==> config.mk <==
export PLATFORM = sky130hd
export DESIGN_NAME = fir_serial_mac
export DESIGN_NICKNAME = d
export VERILOG_FILES = /design/src/rtl/fir_serial_mac.sv
export SDC_FILE = /design/constraint.sdc
export NUM_CORES = 1
export LEC_CHECK = 0
export BUFFER_PORTS_ARGS = -buffer_cell sky130_fd_sc_hd__buf_2
export CAP_MARGIN = 20
export CORE_MARGIN = 2
export CORE_UTILIZATION = 55
export CTS_BUF_LIST = sky130_fd_sc_hd__clkbuf_2
export CTS_CLUSTER_DIAMETER = 60
export CTS_CLUSTER_SIZE = 30
export DETAILED_ROUTE_END_ITERATION = 10
export PLACE_DENSITY = 0.74
export SLEW_MARGIN = 20
export SYNTH_ARGS = -nofsm -noshare
export SYNTH_HDL_FRONTEND = slang
export SYNTH_SLANG_ARGS = --single-unit
export TNS_END_PERCENT = 20
==> constraint.sdc <==
create_clock -name clk -period 8 [get_ports clk]
set_input_delay 1.6 -clock clk [delete_from_list [all_inputs] [get_ports clk]]
set_output_delay 1.6 -clock clk [all_outputs]
set_load 0.02 [all_outputs]
==> src/rtl/fir_serial_mac.sv <==
`default_nettype none
// ============================================================================
// fir_serial_mac : direct-form FIR, one shared multiplier, act/ready handshake
// Revision: 1.0
// ============================================================================
module fir_serial_mac #(
  parameter int                 DW    = 16,
  parameter int                 CW    = 16,
  parameter int                 TAPS  = 4,
  parameter logic [TAPS*CW-1:0] COEFS = {16'd4, 16'd3, 16'd2, 16'd1},
  parameter int                 SHIFT = 0
) (
  input  logic                 clk,
  input  logic                 reset_p,
  input  logic signed [DW-1:0] x,
  input  logic                 act,
  output logic signed [DW-1:0] y,
  output logic                 ready,
  output logic                 sat
);

  localparam int ACCW = DW + CW + $clog2(TAPS);
  localparam int KW   = $clog2(TAPS);
  // k counts one past the last tap so it never wraps during MAC
  localparam int KCW  = $clog2(TAPS + 1);

  localparam logic signed [ACCW-1:0] YMAX = {{(ACCW-DW+1){1'b0}}, {(DW-1){1'b1}}};
  localparam logic signed [ACCW-1:0] YMIN = {{(ACCW-DW+1){1'b1}}, {(DW-1){1'b0}}};

  typedef enum logic [1:0] {
    IDLE = 2'd0,
    MAC  = 2'd1,
    DONE = 2'd2
  } state_t;

  state_t state, state_nxt;

  logic signed [DW-1:0]    d [TAPS];
  logic signed [ACCW-1:0]  acc;
  logic [KCW-1:0]          k;

  logic                    accept;
  logic [KW-1:0]           kidx;
  logic signed [CW-1:0]    h_k;
  logic signed [DW+CW-1:0] prod;
  logic signed [ACCW-1:0]  prod_ext;
  logic signed [ACCW-1:0]  shifted;
  logic signed [DW-1:0]    y_c;
  logic                    sat_c;

  always_ff @(posedge clk or posedge reset_p) begin
    if (reset_p) state <= IDLE;
    else         state <= state_nxt;
  end

  always_comb begin
    state_nxt = state;
    accept    = 1'b0;
    ready     = 1'b0;
    case (state)
      IDLE: begin
        ready = 1'b1;
        if (act) begin
          accept    = 1'b1;
          state_nxt = MAC;
        end
      end
      MAC:     if (k == KCW'(TAPS - 1)) state_nxt = DONE;
      DONE:    state_nxt = IDLE;
      default: state_nxt = IDLE;
    endcase
  end

  // Shared multiplier: coefficient and delay tap both selected by k
  assign kidx     = k[KW-1:0];
  assign h_k      = COEFS[kidx*CW +: CW];
  assign prod     = h_k * d[kidx];
  assign prod_ext = {{(ACCW-DW-CW){prod[DW+CW-1]}}, prod};
  assign shifted  = acc >>> SHIFT;

  always_comb begin
    y_c   = shifted[DW-1:0];
    sat_c = 1'b0;
    if (shifted > YMAX) begin
      y_c   = YMAX[DW-1:0];
      sat_c = 1'b1;
    end else if (shifted < YMIN) begin
      y_c   = YMIN[DW-1:0];
      sat_c = 1'b1;
    end
  end

  always_ff @(posedge clk or posedge reset_p) begin
    if (reset_p) begin
      for (int i = 0; i < TAPS; i++) d[i] <= '0;
      acc <= '0;
      k   <= '0;
      y   <= '0;
      sat <= 1'b0;
    end else begin
      if (accept) begin
        d[0] <= x;
        for (int i = 1; i < TAPS; i++) d[i] <= d[i-1];
        acc <= '0;
        k   <= '0;
      end else if (state == MAC) begin
        acc <= acc + prod_ext;
        k   <= k + 1'b1;
      end else if (state == DONE) begin
        y   <= y_c;
        sat <= sat_c;
      end
    end
  end

endmodule
`default_nettype wire

* Yosys cells after proc, flatten, opt, wreduce, memory -nomap -nowiden
Cells that the tools add are included.
Storage, ports and cells: register bits after elaboration 120, input port bits 19, output and inout bits 18, word-level logic and storage cells 45
Operators by class: add/sub/neg operators 2, multiply operators 1, magnitude comparators 3, eq/ne operators 5, shift operators 1, mux-type cells 17, bitwise gates (word level) 3, reduce and logical (&&, ||, !) cells 4
Operators with widths (number):
- two-way mux 34 bit | 2
- two-way mux 16 bit | 4
- variable part select 64 x 7 -> 16 bit, first input constant | 1
- adder 34 x 32 -> 34 bit | 1
- greater-than comparator 34 x 16 -> 1 bit, second input constant | 1
- < comparator 34 x 16 -> 1 bit, second input constant | 1
- binary-select mux 16 bit (select 2 bit) | 1
- multiplier 16 x 16 -> 32 bit | 1
- two-way mux 3 bit | 2
- two-way mux 1 bit | 5
- two-way mux 2 bit | 2
- != test 2 bit, second input constant | 2
- one-hot mux 2 bit (2 select lines) | 1
- adder 3 x 1 -> 3 bit, second input constant | 1
- == test 3 x 2 -> 1 bit, second input constant | 1
- greater-or-equal comparator 3 bit, second input constant | 1
- NOT 2 -> 3 bit | 1
- AND reduction 3 bit | 1
- == test 2 x 1 -> 1 bit, second input constant | 1
- == test 2 bit, second input constant | 1
- logical NOT 2 bit | 1
- NOT 1 bit | 2
- AND reduction 2 bit | 1
- nonzero test 2 bit | 1

* Longest topological paths before layout
Gate-level depths: netlist (run 1).
depth after elaboration 8, gate-level depth with buffers 26, gate-level depth less buffers 22

* Least setup slack after synthesis (run 1)
OpenSTA, ideal clock, no wires.
path type reg2reg, from register k[1], to register acc[33], setup time 0.131 ns, data arrival time 5.732 ns, required time 7.869 ns, setup slack 2.137 ns, cell stages (with the launch flop) 25, buffers on the path 3, clock period less this slack 5.863 ns, cell sequence dfrtp_1 clkbuf_1 clkbuf_1 inv_1 ha_1 nor2_1 clkbuf_1 nand2_1 fa_1 inv_1 ha_1 ha_1 ha_1 inv_1 fa_1 inv_1 ha_1 ha_1 nand2_1 o21ai_0 a211o_1 o21ai_2 nor4_2 and3_1 or3_1
On the way: word-level cells in the longest chain between the ends 8, elaborated cells between the ends (all ways) 9, those cells by class add/sub (1); mul (1); shift (1); mux (5); bitwise (1)
Ends and longest elaborated chain:
- start: declaration | RTL line 40 | logic [KCW-1:0] k;
- start signal: assignment | RTL line 108 | k <= k + 1'b1;
- branches (longest 4 deep; another with variable part select 64 x 7 -> 16 bit)
- multiplier 16 x 16 -> 32 bit (*) | RTL line 77 | assign prod = h_k * d[kidx];
- adder 34 x 32 -> 34 bit (*) | RTL line 107 | acc <= acc + prod_ext;
- two-way mux 34 bit (*) | RTL line 106 | end else if (state == MAC) begin
- two-way mux 34 bit (*) | RTL line 101 | if (accept) begin
- end signal: assignment | RTL line 107
- end: declaration | RTL line 39 | logic signed [ACCW-1:0] acc;
Mark *: on every way between the ends. The select of a mux whose other input is x is not followed. A chain may end at the register's enable or synchronous reset.

* Worst setup path after layout (run 1)
from register k[0], to register acc[18]
Same word-level chain as after synthesis.

==> results of run 1 <==
tightest hold or removal path, delay by kind of cell (launching register included):
family,cells,cell delay [ns]
flip-flops,1,0.37
AND/OR/NAND/NOR,1,0.04
AO/OA/AOI/OAI,1,0.06
per-stage QoR:
stage	std cells	utilization	hold WS [ns]	instance area [µm²]
6_report	1149	0.601	0.496	9890
5_1_grt	1149	0.601	0.528	9890
4_1_cts	1148	0.600	0.504	9880
3_5_place_dp	1116	0.581	0.465	9570
3_3_place_gp	1116	0.581	0.459	9570
2_1_floorplan	887	-	0.450	9190
area by class of cell:
| class | count | area (µm²) | share of cell area |
|---|---|---|---|
| timing repair buffer | 44 | 244 | 0.0247 |
| inverter | 95 | 359 | 0.0363 |
| multi-input combinational | 637 | 5700 | 0.576 |
| sequential | 120 | 3000 | 0.304 |
| tap | 220 | 275 | 0.0278 |
| antenna | 1 | 2.50 | 0.000253 |
| clock inverter | 14 | 220 | 0.0223 |
| clock buffer | 18 | 90.1 | 0.00911 |
layer usage:
metal | GRT usage | share of wire
met5 | 0 | 0
met4 | 0.0697 | 0.020
met3 | 0.0331 | 0.032
met2 | 0.343 | 0.46
met1 | 0.298 | 0.48
sequential cells by signal, indices dropped and copies added, names as in the netlist:
signal / cells
k: 3
sat: 1
d: 64
y: 16
acc: 34
state: 2
cells by family (layout without fill, tap and decap cells):
kind of cell | count (synthesis) | after routing | synth area share
simple gates | 208 | 208 | 0.110
fa+ha+maj | 170 | 170 | 0.257
compound gates | 151 | 151 | 0.107
buf+inv | 130 | 171 | 0.0546
flops | 120 | 120 | 0.327
mux | 81 | 81 | 0.119
xor+xnor | 27 | 27 | 0.0257
other cells | 0 | 1 | 0
worst paths after layout:
path / start / to / slack, ns / cells after the start
max in group asynchronous: reset_p / acc[20]$_DFFE_PP0P_ / 5.97 / 3
min in group asynchronous: reset_p / d[6]$_DFFE_PP0P_ / 0.89 / 2
worst max register to register: k[0]$_DFFE_PP0P_ / acc[18]$_DFFE_PP0P_ / 1.74 / 21
worst min-delay path: y[1]$_DFFE_PP0P_ / y[1]$_DFFE_PP0P_ / 0.50 / 2
worst max-delay path: k[0]$_DFFE_PP0P_ / acc[18]$_DFFE_PP0P_ / 1.74 / 21
worst min register to register: y[1]$_DFFE_PP0P_ / y[1]$_DFFE_PP0P_ / 0.50 / 2
cells in the final DEF, fill, tap and decap left out, drive strengths merged, types with 24 or more instances in the layout:
cell type / count
inv: 98
a21oi: 31
o21ai: 61
ha: 138
mux2: 65
dfrtp: 120
nor2: 41
nand2: 83
and2: 24
buf: 44
fa: 32
==> report_table.html, run 1 <==
<table>
<tr><th>Metric</th><th>Value</th></tr>
<tr><th colspan="2">CTS</th></tr>
<tr><td>Count of clock tree sinks</td><td>120</td></tr>
<tr><td>PostCTS Resize Cnt</td><td>0</td></tr>
<tr><td>Clock tree root driver cell</td><td>clkbuf_2</td></tr>
<tr><td>Clock slew at the register clock pins of the worst setup and hold paths</td><td>about 0.19 ns</td></tr>
<tr><td>Number of hold-repair buffers added at the cts stage</td><td>0</td></tr>
<tr><td>Number of buffers added by the clock tree synthesis step</td><td>17</td></tr>
<tr><td>Post-CTS setup buffers</td><td>0</td></tr>
<tr><td>Depth of the CTS H-tree</td><td>4</td></tr>
<tr><td>TritonCTS clock tree</td><td>yes</td></tr>
<tr><td>Buffer levels on the longest clock path</td><td>2</td></tr>
<tr><td>Clock insertion delay at the later pin of the skew report</td><td>~0.7 ns</td></tr>
<tr><th colspan="2">Layout</th></tr>
<tr><td>Synthesis-to-layout area growth</td><td>7.57%</td></tr>
<tr><td>Fill count</td><td>1,382</td></tr>
<tr><td>Final net count</td><td>about 1.1k</td></tr>
<tr><td>Layout cells sized above 1</td><td>0.185</td></tr>
<tr><th colspan="2">Synth</th></tr>
<tr><td>Share of synthesized area occupied by flip-flops and latches</td><td>0.327</td></tr>
<tr><td>Area share of the leading cell type in the synthesized netlist</td><td>0.327</td></tr>
<tr><td>Synth top cells by count</td><td>ha_1, dfrtp_1, inv_1</td></tr>
<tr><td>Synth warn</td><td>0</td></tr>
<tr><td>Per-instance average area after synthesis</td><td>approximately 10 µm²</td></tr>
<tr><td>Synthesized instance count</td><td>887</td></tr>
<tr><td>Synth unique cells</td><td>59</td></tr>
<tr><td>Number of synthesized flops with an enable pin</td><td>0</td></tr>
<tr><td>Synthesis-stage register bit count</td><td>120</td></tr>
<tr><td>Biggest area contributors in the synthesized netlist</td><td>dfrtp_1, ha_1, mux2_2</td></tr>
<tr><td>Post-synthesis instance area</td><td>0.00919 mm²</td></tr>
<tr><td>Synth Net Count</td><td>about 1.1k</td></tr>
<tr><td>Most used flip-flop cell after synthesis</td><td>dfrtp_1</td></tr>
<tr><td>Cell type contributing the most total cell area after synthesis</td><td>dfrtp_1</td></tr>
<tr><td>Most frequently used cell type in the post-synthesis netlist</td><td>ha_1</td></tr>
<tr><td>Share of synthesized registers carrying an async set or reset</td><td>1.00</td></tr>
<tr><th colspan="2">Floorplan</th></tr>
<tr><td>Initial Util</td><td>0.558</td></tr>
<tr><td>Die width</td><td>~130 µm</td></tr>
<tr><td>Total Die Area</td><td>roughly 0.018 mm²</td></tr>
<tr><td>Area of the core region</td><td>0.0165 mm²</td></tr>
<tr><td>Io pins</td><td>37</td></tr>
<tr><td>Cell Rows</td><td>47</td></tr>
<tr><td>Die Y-Extent</td><td>about 130 µm</td></tr>
<tr><th colspan="2">GRT</th></tr>
<tr><td>Combined global-route utilization of all metal layers</td><td>0.213</td></tr>
<tr><td>Maximum number of pins on one net before global-route repair</td><td>just over 80</td></tr>
<tr><td>Global-route wire length before repair</td><td>30,800 µm</td></tr>
<tr><td>Via count of the first global-routing pass</td><td>between 6k and 7k</td></tr>
<tr><td>Overflow after GRT</td><td>0</td></tr>
<tr><td>Initial antenna violation count</td><td>1</td></tr>
<tr><th colspan="2">Placement</th></tr>
<tr><td>Number of port buffers</td><td>36</td></tr>
<tr><td>Setup Slack @ Placement</td><td>between 1.5 and 2 ns</td></tr>
<tr><td>Final GP Congestion</td><td>just under 0.9</td></tr>
<tr><td>DPL Wire Length</td><td>roughly 13,000 µm</td></tr>
<tr><th colspan="2">Timing</th></tr>
<tr><td>Clock tree skew after final layout</td><td>roughly 0.04 ns</td></tr>
<tr><td>Slew margin rel.</td><td>0.359</td></tr>
<tr><td>Hold violation count in the final report</td><td>0</td></tr>
<tr><td>Total setup violations reported at the end of the flow</td><td>0</td></tr>
<tr><td>Maximum achievable frequency</td><td>roughly 160 MHz</td></tr>
<tr><td>Time the worst path needs with I/O delays and setup</td><td>approximately 6.3 ns</td></tr>
<tr><td>Final critical-path setup slack</td><td>roughly 1.7 ns</td></tr>
<tr><td>Portion of the clock cycle consumed by the worst path in the final layout</td><td>0.782</td></tr>
<tr><td>Final slew viol count</td><td>0</td></tr>
<tr><td>Worst-Margin Slew</td><td>approximately 0.96 ns</td></tr>
<tr><td>RSZ-0062 raised after global routing</td><td>no</td></tr>
<tr><td>Total negative slack for setup checks</td><td>0 ns</td></tr>
<tr><th colspan="2">Job</th></tr>
<tr><td>Max-cap violations</td><td>0</td></tr>
<tr><th colspan="2">Worst setup path</th></tr>
<tr><td>Critical Path End Type</td><td>register</td></tr>
<tr><td>Critical Path Source Type</td><td>register</td></tr>
<tr><td>Worst Path Class, Setup</td><td>reg -&gt; reg</td></tr>
<tr><td>Crit path largest cell delay</td><td>0.69 ns</td></tr>
<tr><td>Cell with the most instances on the worst path</td><td>ha_1</td></tr>
<tr><td>Largest fanout on the critical path</td><td>17</td></tr>
<tr><td>Worst Path Required</td><td>8.60 ns</td></tr>
<tr><td>Cell Chain, Critical Path</td><td>buf_4 -&gt; inv_1 -&gt; ha_1 -&gt; nand2_1 -&gt; fa_1 -&gt; inv_1 -&gt; ha_1 -&gt; ha_1 -&gt; ha_1 -&gt; fa_1 -&gt; inv_1 -&gt; fa_1 -&gt; inv_1 -&gt; ha_1 -&gt; and3_4 -&gt; and3_1 -&gt; a211o_2 -&gt; a21boi_2 -&gt; o21ai_0 -&gt; xnor2_1 -&gt; o21ai_0</td></tr>
<tr><td>Kind of cell with the highest combined delay on the critical path</td><td>adder cells</td></tr>
<tr><td>Total buffers and inverters traversed by the critical path</td><td>5</td></tr>
<tr><td>Cell type of the slowest stage on the worst timing path</td><td>dfrtp_1</td></tr>
<tr><td>Data arrival time of the critical path</td><td>between 6 and 7 ns</td></tr>
<tr><th colspan="2">Outcome</th></tr>
<tr><td>Run status</td><td>completed</td></tr>
<tr><th colspan="2">Detailed routing</th></tr>
<tr><td>Detail-routed net length per standard cell</td><td>15.3 µm</td></tr>
<tr><td>Number of vias per cell</td><td>between 5 and 6</td></tr>
<tr><td>Number of nets with antenna violations after routing</td><td>0</td></tr>
<tr><td>Detailed-route DRC error count</td><td>0</td></tr>
<tr><td>Total detailed-routing wirelength</td><td>~18,000 µm</td></tr>
<tr><td>Detailed router's first-iteration violation count</td><td>343</td></tr>
<tr><td>Total vias in the final route</td><td>between 6k and 7k</td></tr>
<tr><td>Initial DRT Pass Iterations</td><td>5</td></tr>
<tr><th colspan="2">Worst hold path</th></tr>
<tr><td>Classification of the worst-slack hold path</td><td>reg -&gt; reg</td></tr>
</table>
Power of run 1 is not shown: default switching activity piles up to over one toggle a cycle in this logic, so the estimate is an artifact.
==> run 2: changes to the inputs <==
- PLACE_DENSITY: 0.74 -> 0.77
- clock period: 8 -> 5.1 ns (I/O delays scaled with it)
==> report_table.html, run 2 (synthesized netlist as in run 1, its figures left out) <==
<table>
<tr><th>Metric</th><th>Value</th></tr>
<tr><th colspan="2">Detailed routing</th></tr>
<tr><td>Number of vias per cell</td><td>between 5 and 6</td></tr>
<tr><td>Total detailed-routing wirelength</td><td>~23,000 µm</td></tr>
<tr><td>Number of nets with antenna violations after routing</td><td>0</td></tr>
<tr><td>Initial DRT Pass Iterations</td><td>8</td></tr>
<tr><td>Detailed router's first-iteration violation count</td><td>507</td></tr>
<tr><td>Total vias in the final route</td><td>roughly 7.2k</td></tr>
<tr><td>Detailed-route DRC error count</td><td>0</td></tr>
<tr><td>Detail-routed net length per standard cell</td><td>around 18 µm</td></tr>
<tr><th colspan="2">Timing</th></tr>
<tr><td>Final critical-path setup slack</td><td>-0.278 ns</td></tr>
<tr><td>Total negative slack for setup checks</td><td>-2.66 ns</td></tr>
<tr><td>Worst-Margin Slew</td><td>1.03 ns</td></tr>
<tr><td>Final slew viol count</td><td>0</td></tr>
<tr><td>Maximum achievable frequency</td><td>roughly 190 MHz</td></tr>
<tr><td>Portion of the clock cycle consumed by the worst path in the final layout</td><td>1.05</td></tr>
<tr><td>RSZ-0062 raised after global routing</td><td>yes</td></tr>
<tr><td>Clock tree skew after final layout</td><td>roughly 0.028 ns</td></tr>
<tr><td>Total setup violations reported at the end of the flow</td><td>17</td></tr>
<tr><td>Time the worst path needs with I/O delays and setup</td><td>about 5.4 ns</td></tr>
<tr><td>Hold violation count in the final report</td><td>0</td></tr>
<tr><td>Slew margin rel.</td><td>0.311</td></tr>
<tr><th colspan="2">GRT</th></tr>
<tr><td>Combined global-route utilization of all metal layers</td><td>0.252</td></tr>
<tr><td>Initial antenna violation count</td><td>1</td></tr>
<tr><td>Overflow after GRT</td><td>0</td></tr>
<tr><td>Via count of the first global-routing pass</td><td>7,208</td></tr>
<tr><td>Global-route wire length before repair</td><td>around 36,000 µm</td></tr>
<tr><td>Maximum number of pins on one net before global-route repair</td><td>just over 80</td></tr>
<tr><th colspan="2">Worst setup path</th></tr>
<tr><td>Worst Path Required</td><td>5.76 ns</td></tr>
<tr><td>Critical Path Source Type</td><td>register</td></tr>
<tr><td>Crit path launch</td><td>k[0]$_DFFE_PP0P_</td></tr>
<tr><td>Reg-to-reg slack, setup</td><td>-0.28 ns</td></tr>
<tr><td>Largest fanout on the critical path</td><td>5</td></tr>
<tr><td>Critical Path End Type</td><td>register</td></tr>
<tr><td>R2r startpoint</td><td>k[0]$_DFFE_PP0P_</td></tr>
<tr><td>Worst Path Class, Setup</td><td>reg -&gt; reg</td></tr>
<tr><td>Data arrival time of the critical path</td><td>6.04 ns</td></tr>
<tr><th colspan="2">CTS</th></tr>
<tr><td>Number of buffers added by the clock tree synthesis step</td><td>17</td></tr>
<tr><td>Clock tree root driver cell</td><td>clkbuf_2</td></tr>
<tr><td>Number of hold-repair buffers added at the cts stage</td><td>0</td></tr>
<tr><td>Clock slew at the register clock pins of the worst setup and hold paths</td><td>~0.21 ns</td></tr>
<tr><td>Count of clock tree sinks</td><td>120</td></tr>
<tr><td>Depth of the CTS H-tree</td><td>4</td></tr>
<tr><td>TritonCTS clock tree</td><td>yes</td></tr>
<tr><td>Clock insertion delay at the later pin of the skew report</td><td>roughly 0.71 ns</td></tr>
<tr><td>Buffer levels on the longest clock path</td><td>2</td></tr>
<tr><th colspan="2">Placement</th></tr>
<tr><td>Setup Slack @ Placement</td><td>-0.287 ns</td></tr>
<tr><td>DPL Wire Length</td><td>14,500 µm</td></tr>
<tr><td>Final GP Congestion</td><td>0.946</td></tr>
<tr><td>Number of port buffers</td><td>36</td></tr>
<tr><td>Number of placed instances, taps included</td><td>1,179</td></tr>
<tr><th colspan="2">Layout</th></tr>
<tr><td>Largest registers</td><td>d x64, acc x34, y x16</td></tr>
<tr><td>Finished Core Util</td><td>0.693</td></tr>
<tr><td>Synthesis-to-layout area growth</td><td>24.0%</td></tr>
<tr><td>Flip-flop count of the largest register, all copies and words added</td><td>between 60 and 70</td></tr>
<tr><td>Final net count</td><td>between 1k and 1.5k</td></tr>
<tr><td>Final Instance Count excl. Fillers</td><td>1,234</td></tr>
<tr><td>Register with the highest flop count</td><td>d</td></tr>
<tr><td>Layout cells sized above 1</td><td>0.377</td></tr>
<tr><td>Fill count</td><td>about 1.1k</td></tr>
<tr><td>Most common library cell in the layout ignoring fill and taps</td><td>dfrtp_1</td></tr>
<tr><td>Most frequent cells in the layout</td><td>dfrtp_1, ha_1, buf_4, inv_1, nand2_1</td></tr>
<tr><th colspan="2">Job</th></tr>
<tr><td>Max-cap violations</td><td>0</td></tr>
<tr><th colspan="2">Floorplan</th></tr>
<tr><td>Area of the core region</td><td>0.0165 mm²</td></tr>
<tr><td>Io pins</td><td>37</td></tr>
<tr><td>Die width</td><td>133 µm</td></tr>
<tr><td>Total Die Area</td><td>0.0178 mm²</td></tr>
<tr><td>Cell Rows</td><td>47</td></tr>
<tr><td>Initial Util</td><td>0.558</td></tr>
<tr><td>Die Y-Extent</td><td>~130 µm</td></tr>
<tr><th colspan="2">Worst hold path</th></tr>
<tr><td>Classification of the worst-slack hold path</td><td>in -&gt; async</td></tr>
<tr><th colspan="2">Outcome</th></tr>
<tr><td>Violated checks</td><td>setup timing</td></tr>
<tr><td>Run status</td><td>complete, but fails checks</td></tr>
</table>
run 2: critical path, cell delays in order, from the launching register on:
cell	delay [ns]
dfrtp_2	0.47
buf_12	0.14
buf_12	0.11
mux4_2	0.54
and2_4	0.19
ha_1	0.31
ha_1	0.31
inv_1	0.05
fa_1	0.51
inv_2	0.05
fa_1	0.55
ha_4	0.22
ha_4	0.28
and3_4	0.20
buf_6	0.09
nand4b_1	0.17
nor3b_4	0.32
o21ai_4	0.10
o21ba_4	0.20
or4_1	0.40
nand3_1	0.10
run 2: cell type report:
| cell class | count | area, µm² | share of cell area |
|---|---|---|---|
| multi-input cells | 637 | 6520 | 0.571 |
| flip-flops and latches | 120 | 3000 | 0.263 |
| repair buffers | 129 | 991 | 0.0869 |
| inverters | 95 | 364 | 0.0319 |
| well taps | 220 | 275 | 0.0241 |
| clock inverters | 15 | 166 | 0.0146 |
| clock buffers | 17 | 85.1 | 0.00746 |
| diodes | 1 | 2.50 | 0.000219 |
run 2: what timing repair did:
item,CTS,global route
endpoints found under the setup margin,21,25
pin swaps,64,44
setup buffers,15,6
gates cloned,1,0
gates resized for setup,88,57
run 2: stage by stage:
| stage | hold slack, ns | instance area (µm²) |
|---|---|---|
| after floorplan | 0.450 | 9480 |
| after global placement | 0.459 | 10300 |
| after detailed placement | 0.469 | 10300 |
| after CTS | 0.468 | 11100 |
| after global routing | 0.414 | 11400 |
| final | 0.413 | 11400 |
run 2: routing by layer:
| layer | wire length, µm | share of wire | GRT usage | vias up |
|---|---|---|---|---|
| li1 | - | - | - | 3323 |
| met1 | 9720 | 0.43 | 0.334 | 3533 |
| met2 | 11300 | 0.50 | 0.426 | 251 |
| met3 | 1090 | 0.048 | 0.0361 | 66 |
| met4 | 692 | 0.030 | 0.0863 | 0 |
| met5 | 0 | 0 | 0 | - |
run 2: path summary, 6_finish.rpt:
kind                                        to  depth (start not counted)
min in group clk              y[1]$_DFFE_PP0P_                          2
max in group asynchronous  acc[29]$_DFFE_PP0P_                          3
max                        acc[29]$_DFFE_PP0P_                         20
max reg2reg                acc[29]$_DFFE_PP0P_                         20
min                        acc[16]$_DFFE_PP0P_                          2
min reg2reg                   y[1]$_DFFE_PP0P_                          2
Power of run 2 is left out for the same reason.
==> run 3: changes to the inputs <==
- ABC_AREA: default -> 1
- CTS_CLUSTER_DIAMETER: 60 -> 100
- PLACE_DENSITY: 0.77 -> 0.74
- clock period: 5.1 -> 5.86 ns (I/O delays scaled with it)
==> report_table.html, run 3 <==
<table>
<tr><th>Metric</th><th>Value</th></tr>
<tr><th colspan="2">Timing</th></tr>
<tr><td>RSZ-0062 raised after global routing</td><td>no</td></tr>
<tr><td>Portion of the clock cycle consumed by the worst path in the final layout</td><td>0.923</td></tr>
<tr><td>Hold violation count in the final report</td><td>0</td></tr>
<tr><td>Total setup violations reported at the end of the flow</td><td>0</td></tr>
<tr><td>Final slew viol count</td><td>0</td></tr>
<tr><td>Slew margin rel.</td><td>0.380</td></tr>
<tr><td>Worst-Margin Slew</td><td>0.930 ns</td></tr>
<tr><td>Time the worst path needs with I/O delays and setup</td><td>between 5 and 6 ns</td></tr>
<tr><td>Total negative slack for setup checks</td><td>0 ns</td></tr>
<tr><td>Maximum achievable frequency</td><td>between 150 and 200 MHz</td></tr>
<tr><td>Clock tree skew after final layout</td><td>about 0.046 ns</td></tr>
<tr><th colspan="2">Layout</th></tr>
<tr><td>Layout cells sized above 1</td><td>0.102</td></tr>
<tr><td>Register with the highest flop count</td><td>d</td></tr>
<tr><td>Flip-flop count of the largest register, all copies and words added</td><td>64</td></tr>
<tr><td>Final net count</td><td>1,574</td></tr>
<tr><td>Most common library cell in the layout ignoring fill and taps</td><td>nand2_1</td></tr>
<tr><td>Finished Core Util</td><td>0.594</td></tr>
<tr><td>Synthesis-to-layout area growth</td><td>6.62%</td></tr>
<tr><td>Largest registers</td><td>d x64, acc x34, y x16</td></tr>
<tr><td>Most frequent cells in the layout</td><td>nand2_1, inv_1, ha_1, dfrtp_1, nor2_1</td></tr>
<tr><th colspan="2">Synth</th></tr>
<tr><td>Synthesis-stage register bit count</td><td>120</td></tr>
<tr><td>Synth unique cells</td><td>38</td></tr>
<tr><td>Synthesized-area fraction occupied by adder cells</td><td>0.239</td></tr>
<tr><td>Per-instance average area after synthesis</td><td>7.32 µm²</td></tr>
<tr><td>Post-synthesis instance area</td><td>just under 0.01 mm²</td></tr>
<tr><td>Most used flip-flop cell after synthesis</td><td>dfrtp_1</td></tr>
<tr><td>Synth warn</td><td>0</td></tr>
<tr><td>Share of synthesized area occupied by flip-flops and latches</td><td>0.303</td></tr>
<tr><td>Synth Net Count</td><td>approximately 1.5k</td></tr>
<tr><td>Synth Area in XOR/XNOR</td><td>0.00177</td></tr>
<tr><td>Synth top cells by count</td><td>nand2_1, inv_1, ha_1</td></tr>
<tr><td>Biggest area contributors in the synthesized netlist</td><td>dfrtp_1, nand2_1, ha_1</td></tr>
<tr><td>Main combinational cell family by area after synthesis</td><td>simple AND/OR/NAND/NOR gates</td></tr>
<tr><td>Number of synthesized flops with an enable pin</td><td>0</td></tr>
<tr><td>Most frequently used cell type in the post-synthesis netlist</td><td>nand2_1</td></tr>
<tr><td>Synthesized instance count</td><td>around 1.4k</td></tr>
<tr><td>Mux contribution to synthesized area</td><td>0</td></tr>
<tr><td>Post-synthesis compound-gate area fraction</td><td>0.0765</td></tr>
<tr><td>Share of synthesized registers carrying an async set or reset</td><td>1.00</td></tr>
<tr><td>Cell type contributing the most total cell area after synthesis</td><td>dfrtp_1</td></tr>
<tr><td>Area share of the leading cell type in the synthesized netlist</td><td>0.303</td></tr>
<tr><td>Area fraction in and, or, nand and nor cells after synthesis</td><td>0.279</td></tr>
<tr><th colspan="2">Detailed routing</th></tr>
<tr><td>Initial DRT Pass Iterations</td><td>6</td></tr>
<tr><td>Met2 WL</td><td>~10,000 µm</td></tr>
<tr><td>Top routing layer in use</td><td>met4</td></tr>
<tr><td>Number of nets with antenna violations after routing</td><td>0</td></tr>
<tr><td>Met3 WL post-DR</td><td>~1100 µm</td></tr>
<tr><td>Sum of routed wire segments on met1</td><td>11,200 µm</td></tr>
<tr><td>Detailed-route DRC error count</td><td>0</td></tr>
<tr><td>Total vias in the final route</td><td>about 8.3k</td></tr>
<tr><td>Total detailed-routing wirelength</td><td>22,900 µm</td></tr>
<tr><td>Number of vias per cell</td><td>between 5 and 6</td></tr>
<tr><td>Detailed router's first-iteration violation count</td><td>between 600 and 700</td></tr>
<tr><td>Detail-routed net length per standard cell</td><td>around 14 µm</td></tr>
<tr><th colspan="2">CTS</th></tr>
<tr><td>PostCTS Resize Cnt</td><td>0</td></tr>
<tr><td>Post-CTS setup buffers</td><td>0</td></tr>
<tr><td>Number of buffers added by the clock tree synthesis step</td><td>17</td></tr>
<tr><td>Buffer levels on the longest clock path</td><td>2</td></tr>
<tr><td>Count of clock tree sinks</td><td>120</td></tr>
<tr><td>Clock tree root driver cell</td><td>clkbuf_2</td></tr>
<tr><td>Number of hold-repair buffers added at the cts stage</td><td>0</td></tr>
<tr><td>Depth of the CTS H-tree</td><td>4</td></tr>
<tr><td>TritonCTS clock tree</td><td>yes</td></tr>
<tr><td>Clock insertion delay at the later pin of the skew report</td><td>0.76 ns</td></tr>
<tr><td>Clock slew at the register clock pins of the worst setup and hold paths</td><td>between 0.2 and 0.3 ns</td></tr>
<tr><th colspan="2">GRT</th></tr>
<tr><td>Initial antenna violation count</td><td>1</td></tr>
<tr><td>Via count of the first global-routing pass</td><td>8,020</td></tr>
<tr><td>Maximum number of pins on one net before global-route repair</td><td>76</td></tr>
<tr><td>Overflow after GRT</td><td>0</td></tr>
<tr><td>Combined global-route utilization of all metal layers</td><td>0.251</td></tr>
<tr><td>Global-route wire length before repair</td><td>39,100 µm</td></tr>
<tr><th colspan="2">Worst setup path</th></tr>
<tr><td>Cell with the most instances on the worst path</td><td>nand2_1</td></tr>
<tr><td>Kind of cell with the highest combined delay on the critical path</td><td>adder cells</td></tr>
<tr><td>Crit path largest cell delay</td><td>between 0.5 and 0.6 ns</td></tr>
<tr><td>Total buffers and inverters traversed by the critical path</td><td>5</td></tr>
<tr><td>Critical Path Source Type</td><td>register</td></tr>
<tr><td>Data arrival time of the critical path</td><td>around 6.1 ns</td></tr>
<tr><td>Reg-to-reg slack, setup</td><td>~0.45 ns</td></tr>
<tr><td>Worst Path Required</td><td>about 6.5 ns</td></tr>
<tr><td>Cell type of the slowest stage on the worst timing path</td><td>fa_1</td></tr>
<tr><td>Worst Path Class, Setup</td><td>reg -&gt; reg</td></tr>
<tr><td>Largest fanout on the critical path</td><td>slightly below 50</td></tr>
<tr><td>Critical Path End Type</td><td>register</td></tr>
<tr><th colspan="2">Floorplan</th></tr>
<tr><td>Die width</td><td>138 µm</td></tr>
<tr><td>Cell Rows</td><td>about 50</td></tr>
<tr><td>Die Y-Extent</td><td>138 µm</td></tr>
<tr><td>Io pins</td><td>37</td></tr>
<tr><td>Initial Util</td><td>0.557</td></tr>
<tr><td>Area of the core region</td><td>0.0178 mm²</td></tr>
<tr><td>Total Die Area</td><td>between 0.015 and 0.02 mm²</td></tr>
<tr><th colspan="2">Job</th></tr>
<tr><td>Max-cap violations</td><td>0</td></tr>
<tr><th colspan="2">Placement</th></tr>
<tr><td>Number of port buffers</td><td>36</td></tr>
<tr><td>DPL Wire Length</td><td>between 15,000 and 20,000 µm</td></tr>
<tr><td>Final GP Congestion</td><td>slightly below 1</td></tr>
<tr><th colspan="2">Outcome</th></tr>
<tr><td>Run status</td><td>completed</td></tr>
<tr><th colspan="2">Worst hold path</th></tr>
<tr><td>Classification of the worst-slack hold path</td><td>reg -&gt; reg</td></tr>
</table>
## run 3: tightest hold or removal path, stage by stage (launching register included)
cell     delay, ns
dfrtp_1       0.39
nand2_1       0.05
nand2_1       0.05
## run 3: layout make-up
cell class	count	area [µm²]
Inverter	217	817
Timing Repair Buffer	49	278
Clock inverter	15	175
Tap cell	229	287
Multi-Input combinational cell	980	5910
Fill cell	1710	7230
Antenna cell	1	2.50
Sequential cell	120	3000
Clock buffer	17	85.1
## run 3: metrics by stage
stage	cells	setup slack (ns)	area [µm²]	hold slack, ns
floorplan	1352	0.680	9900	0.449
global placement	1595	0.583	10300	0.461
detailed placement	1595	0.566	10300	0.460
CTS	1627	0.497	10600	0.511
global route	1628	0.0712	10600	0.527
finish	1628	0.453	10600	0.504
## run 3: final timing paths
kind | start | to | cells after the start
min in group asynchronous | reset_p | sat$_DFFE_PP0P_ | 2
max in group asynchronous | reset_p | d[45]$_DFFE_PP0P_ | 3
worst min-delay path | y[9]$_DFFE_PP0P_ | y[9]$_DFFE_PP0P_ | 2
worst min register to register | y[9]$_DFFE_PP0P_ | y[9]$_DFFE_PP0P_ | 2
worst max register to register | k[0]$_DFFE_PP0P_ | acc[21]$_DFFE_PP0P_ | 26
worst max-delay path | k[0]$_DFFE_PP0P_ | acc[21]$_DFFE_PP0P_ | 26
## run 3: logic make-up (layout without fill, tap and decap cells)
logic type               count (synthesis)  count (layout)
XOR/XNOR                                 2               2
flip-flops                             120             120
other                                    0               1
AO/OA/AOI/OAI                          140             140
adder cells (fa/ha/maj)                170             170
buffers and inverters                  252             298
AND/OR/NAND/NOR                        668             668
## run 3: layer usage
layer | global-route usage | vias to the layer above
li1 | - | 4294
met4 | 0.0811 | 0
met2 | 0.395 | 202
met1 | 0.361 | 3790
met5 | 0 | -
met3 | 0.0360 | 35
Power of run 3 is left out for the same reason.
